<file path="src/rtl/nes_cycle_scheduler.sv">
// NES master-clock scheduler: derives CPU/PPU clock enables from MCLK and owns
// run/halt, single-step (cycle or frame) and the hold-in-reset window during ROM writes.
//
// state | meaning
// HALT  | stopped, no enables; waits for ENABLE
// RUN   | free-running; CPU_CE every CPU_DIV, PPU_CE every PPU_DIV MCLKs
// PARK  | manual mode idle; waits for a step key edge
// STEP  | runs like RUN until one CPU cycle (or the current frame) completes
// HOLD  | NES held in reset while the ROM programmer is writing
module nes_cycle_scheduler #(
    parameter int CPU_DIV     = 12,
    parameter int PPU_DIV     = 4,
    parameter int HOLD_CYCLES = 1024
) (
    input  logic        MCLK,
    input  logic        RESET_N,
    input  logic        ENABLE,
    input  logic        MANUAL,
    input  logic        STEP,
    input  logic        STEP_FRAME,
    input  logic        FRAME_START,
    input  logic        PRG_WREN,
    input  logic        CHR_WREN,
    output logic        CPU_CE,
    output logic        PPU_CE,
    output logic        NES_RESET,
    output logic [15:0] CPU_CYCLE_CNT,
    output logic [2:0]  STATE
);

    localparam int PH_W = (CPU_DIV > 1) ? $clog2(CPU_DIV) : 1;
    localparam int QW   = $clog2(HOLD_CYCLES + 1);
    localparam logic [PH_W-1:0] PH_LAST  = PH_W'(CPU_DIV - 1);
    localparam logic [QW-1:0]   Q_LIMIT  = QW'(HOLD_CYCLES);

    typedef enum logic [2:0] {
        S_HALT = 3'd0,
        S_RUN  = 3'd1,
        S_PARK = 3'd2,
        S_STEP = 3'd3,
        S_HOLD = 3'd4
    } state_t;

    state_t           r_state;
    state_t           w_next_state;
    logic [PH_W-1:0]  r_phase;
    logic [PH_W-1:0]  w_phase_next;
    logic             r_step_prev;
    logic             r_frame_flag;
    logic             w_flag_next;
    logic [QW-1:0]    r_quiet;
    logic [QW-1:0]    w_quiet_inc;
    logic [QW-1:0]    w_quiet_next;
    logic [15:0]      r_cnt;
    logic [15:0]      w_cnt_next;
    logic             r_nes_reset;
    logic             w_active;
    logic             w_next_active;
    logic             w_phase_last;
    logic             w_strobe;
    logic             w_step_edge;
    logic             w_cpu_ce;
    logic             w_ppu_ce;

    assign w_active     = (r_state == S_RUN) || (r_state == S_STEP);
    assign w_phase_last = (r_phase == PH_LAST);
    assign w_strobe     = PRG_WREN | CHR_WREN;
    assign w_step_edge  = STEP & ~r_step_prev;
    assign w_cpu_ce     = w_active && (r_phase == '0);
    assign w_ppu_ce     = w_active && ((32'(r_phase) % PPU_DIV) == 32'd0);

    always_comb begin
        w_next_state = r_state;
        w_quiet_inc  = w_strobe ? '0 : r_quiet + 1'b1;
        case (r_state)
            S_HALT: begin
                if (ENABLE) w_next_state = MANUAL ? S_PARK : S_RUN;
            end
            S_RUN: begin
                // a CPU cycle in flight always completes before leaving
                if ((!ENABLE || MANUAL) && w_phase_last)
                    w_next_state = ENABLE ? S_PARK : S_HALT;
            end
            S_PARK: begin
                if (!ENABLE)          w_next_state = S_HALT;
                else if (!MANUAL)     w_next_state = S_RUN;
                else if (w_step_edge) w_next_state = S_STEP;
            end
            S_STEP: begin
                if (w_phase_last && (!STEP_FRAME || r_frame_flag))
                    w_next_state = S_PARK;
            end
            S_HOLD: begin
                if (w_quiet_inc == Q_LIMIT) w_next_state = S_HALT;
            end
            default: w_next_state = S_HALT;
        endcase
        if (w_strobe) w_next_state = S_HOLD;
    end

    always_comb begin
        w_next_active = (w_next_state == S_RUN) || (w_next_state == S_STEP);
        w_phase_next  = '0;
        if (w_next_active && w_active)
            w_phase_next = w_phase_last ? '0 : r_phase + 1'b1;
        w_flag_next = 1'b0;
        if ((r_state == S_STEP) && (w_next_state == S_STEP))
            w_flag_next = r_frame_flag | FRAME_START;
        w_quiet_next = (w_next_state == S_HOLD) ? w_quiet_inc : '0;
        w_cnt_next = r_cnt;
        if (w_next_state == S_HOLD) w_cnt_next = '0;
        else if (w_cpu_ce)          w_cnt_next = r_cnt + 16'd1;
    end

    always_ff @(posedge MCLK or negedge RESET_N) begin
        if (!RESET_N) begin
            r_state      <= S_HALT;
            r_phase      <= '0;
            r_step_prev  <= 1'b1;
            r_frame_flag <= 1'b0;
            r_quiet      <= '0;
            r_cnt        <= '0;
            r_nes_reset  <= 1'b1;
        end else begin
            r_state      <= w_next_state;
            r_phase      <= w_phase_next;
            r_step_prev  <= STEP;
            r_frame_flag <= w_flag_next;
            r_quiet      <= w_quiet_next;
            r_cnt        <= w_cnt_next;
            r_nes_reset  <= (w_next_state == S_HOLD);
        end
    end

    assign CPU_CE        = w_cpu_ce;
    assign PPU_CE        = w_ppu_ce;
    assign NES_RESET     = r_nes_reset;
    assign CPU_CYCLE_CNT = r_cnt;
    assign STATE         = r_state;

endmodule
</file>
<file path="config.mk">
export PLATFORM = sky130hd
export DESIGN_NAME = nes_cycle_scheduler
export DESIGN_NICKNAME = d
export VERILOG_FILES = /design/src/rtl/nes_cycle_scheduler.sv
export SDC_FILE = /design/constraint.sdc
export NUM_CORES = 1
export LEC_CHECK = 0
export ABC_AREA = 0
export CAP_MARGIN = 30
export CORE_MARGIN = 2
export CORE_UTILIZATION = 35
export CTS_CLUSTER_SIZE = 30
export DETAILED_ROUTE_END_ITERATION = 8
export GPL_TIMING_DRIVEN = 1
export PLACE_DENSITY = 0.56
export SYNTH_ARGS = -nofsm -noshare
export SYNTH_HDL_FRONTEND = slang
export SYNTH_SLANG_ARGS = --single-unit
</file>
<file path="constraint.sdc">
create_clock -name MCLK -period 6.1 [get_ports MCLK]
set_input_delay 1.22 -clock MCLK [delete_from_list [all_inputs] [get_ports MCLK]]
set_output_delay 1.22 -clock MCLK [all_outputs]
set_load 0.01 [all_outputs]
</file>
==> summary.txt <==
Die
  • Initial core utilization: 0.367
  • Std-Cell Rows: 27
  • Die X: 80.5 um
  • Die area: 0.00647 mm^2
  • Core area: 0.00557 mm^2
  • Io pins: 31
  • Die Y: 80.5 um

Logic synthesis
  • Ys flop type: dfrtp_1
  • Post-synthesis compound-gate area fraction: 0.129
  • Post-Syn Instances: 206
  • Post-Synth Simple-Gate Area: 0.243
  • Adder-Cell Fraction of Synth Area: 0.0245
  • Synth Warn #: 0
  • Async SR Flop Fraction: 1.00
  • Distinct cells, synth: 45
  • Largest family of logic cells by synthesized area: simple AND/OR/NAND/NOR gates
  • Post-synthesis cell area: 0.00205 mm^2
  • Post-synthesis area per instance: 9.93 um^2
  • Mapped Nets: 219
  • Post-synth EDFFs: 0
  • Seq/Total Area, Yosys: 0.454
  • XOR/XNOR share of the synthesized area: 0.103
  • Portion of netlist area occupied by mux cells: 0.00979
  • Seq cells post-synth: 37

Setup path
  • Slowest cell on crit path: clkdlybuf4s50_1
  • CP Launch Type: flop
  • Buf/Inv on CP: 2
  • Critical path arrival: 1.98 ns
  • CP Cell Sequence: inv_1 > ha_1 > and3b_1 > and2_1 > clkdlybuf4s50_1
  • Worst Path Required: 4.88 ns
  • CP Class: flop to primary output
  • Setup crit end kind: primary output
  • CP max stage delay: 0.57 ns
  • Crit path max fanout: 5
  • CP top delay family: buffers and inverters

STA
  • Final Slew Violations: 0
  • Worst hold margin: 0.560 ns
  • Fin crit period: 3.20 ns
  • Final Hold Vio Count: 0
  • Setup_tns: 0 ns
  • Setup violators final: 0
  • Clk_skew: 0.00892 ns
  • RSZ-0062 raised after global routing: false
  • Fin crit share: 0.524
  • Fmax: 0.313 GHz
  • Max-Slew Margin vs Limit: 0.428
  • Worst-margin pin slew: 0.858 ns

Clock network
  • CTS clock-pin slew for the worst setup and hold paths: 0.08 ns
  • CTS tree: built
  • Num CTS Buffers: 5
  • Post_cts resized: 0
  • Root Driver: clkbuf_8
  • Clock insertion delay at the later pin of the skew report: 0.28 ns
  • H-tree depth: 2
  • Clock buffer depth: 2
  • Clk sinks: 37
  • Post-CTS Setup Repair Bufs: 0
  • Post-cts hold buffer count: 0

Global route
  • Initial antenna violation count: 0
  • GRT Max-Usage Layer: met2
  • Vias in the first global route: 1504
  • Remaining Overflow, GRT: 0
  • Largest net degree at the start of global routing: 38
  • Routing usage on met3: 0.0360
  • M1 GR Usage: 0.191
  • M2 GR Usage: 0.228
  • First-pass GRT wire length: 7.16 mm
  • GRT Overall Usage: 0.141

Pwr
  • Int Power: 0.000386 W
  • Clock power share: 0.460
  • Gate power share: 0.033
  • Worst VDD drop: 161 uV
  • P_leak: 0.945 nW
  • Sw power: 0.000102 W
  • Seq pwr share: 0.507
  • Sw Ratio: 0.210
  • P per Cell Area: 196 mW/mm^2

Place
  • Post-DP HPWL: 2.96 mm
  • Buffers on Ports: 30
  • Gpl congestion: 0.763

Status
  • Status: finished clean

Detailed routing
  • Vias per cell: 5.12
  • Antenna viol nets, final: 0
  • Residual DRC: 0
  • DR pass1 iterations: 4
  • Vias: 1562
  • Detailed-route wire length per cell: 14.1 um
  • Initial DRC count: 64
  • Routed WL: 4.31 mm

Cells and area
  • Share of layout cells above drive strength 1: 0.120
  • Nets: 245
  • Commonest non-fill, non-tap cells in the layout: dfrtp_1, clkdlybuf4s50_1, nor2_1, nand2_1, xor2_1
  • Most common cell after layout, fill and taps aside: dfrtp_1
  • Layout area overhead: 21.9%
  • Inserted Diodes: 0

Min path
  • Worst hold-check path type: flop to flop

Run
  • Max-cap violations: 0
[state kept, by name (all words and copies together), names as in the netlist]
signal	count
STATE	3
CPU_CYCLE_CNT	16
r_frame_flag	1
r_step_prev	1
r_phase	4
NES_RESET	1
r_quiet	11
[synthesized netlist by cell type (2+ instances only)]
cell,count,share of area
mux2i_1,2,0.0098
a21oi_1,8,0.020
buf_2,2,0.0049
nor3b_1,3,0.011
and3_1,3,0.0092
xnor2_1,11,0.047
inv_1,5,0.0092
nand2_1,15,0.028
dfrtp_1,35,0.43
a21oi_2,10,0.043
clkbuf_2,2,0.0049
and4_1,2,0.0086
and2_1,2,0.0061
clkbuf_1,5,0.0092
o21ai_0,4,0.0098
o21a_1,2,0.0073
xor2_1,13,0.056
and3b_1,2,0.0086
nand4_1,10,0.031
nor2_1,19,0.035
nand3b_1,2,0.0073
dfstp_2,2,0.026
nand3_1,12,0.029
ha_1,4,0.024
nor3_1,11,0.027
[cells by family (layout without fill, tap and decap cells)]
kind of cell / Yosys count / after routing
muxes: 2 / 2
DFF: 37 / 37
and+or+nand+nor: 90 / 90
adders and majority gates: 4 / 4
buffers and inverters: 16 / 43
AOI/OAI and AO/OA: 33 / 33
xor gates and xnor gates: 24 / 24
[worst register-to-register path, cell delays in order (launching register included)]
cell       delay (ns)
dfrtp_1          0.45
ha_1             0.38
a21boi_0         0.15
or4_4            0.54
a2111oi_4        0.44
nand4b_4         0.39
a21oi_1          0.26
[per-layer routing]
layer / up-vias / part of all wire
met3: 2 / 0.027
met4: 0 / 0.0056
met1: 766 / 0.49
met2: 17 / 0.48
met5: - / 0
li1: 777 / -
[per-stage QoR]
stage	utilization	area [um^2]	cells	power, W	setup WS [ns]
after floorplan	-	2050	206	0.000258	3.60
after global placement	0.426	2370	297	0.000269	3.17
after detailed placement	0.426	2370	297	0.000269	3.11
after CTS	0.447	2490	305	0.000497	2.87
after global routing	0.447	2490	305	0.000509	2.80
final	0.447	2490	305	0.000488	2.90
[power by group through the flow]
stage	sequential (W)	combinational, W	clock [W]
6_report	0.000248	0.0000163	0.000225
5_1_grt	0.000248	0.0000183	0.000243
4_1_cts	0.000247	0.0000169	0.000232
3_5_place_dp	0.000252	0.0000167	0
3_3_place_gp	0.000252	0.0000168	0
2_1_floorplan	0.000252	0.00000554	0
[layout make-up]
type	instances	area (um^2)
Fill cell	548	3080
Clock inverter	2	37.5
Tap cell	72	90.1
Sequential cell	37	928
Inverter	5	18.8
Timing Repair Buffer	30	295
Multi-Input combinational cell	153	1040
Clock buffer	6	82.6
[worst paths after layout]
check	start	to	slack [ns]	cells after the start
min in group asynchronous	RESET_N	r_quiet[4]$_DFF_PN0_	1.04	1
hold reg to reg	r_phase[0]$_DFF_PN0_	r_phase[0]$_DFF_PN0_	0.56	3
setup / recovery	r_phase[0]$_DFF_PN0_	CPU_CE	2.90	5
max in group asynchronous	RESET_N	CPU_CYCLE_CNT[0]$_DFFE_PN0P_	4.52	1
hold / removal	r_phase[0]$_DFF_PN0_	r_phase[0]$_DFF_PN0_	0.56	3
setup reg to reg	r_quiet[0]$_DFF_PN0_	CPU_CYCLE_CNT[4]$_DFFE_PN0P_	3.41	6
Power figures use the tool's default switching activity.
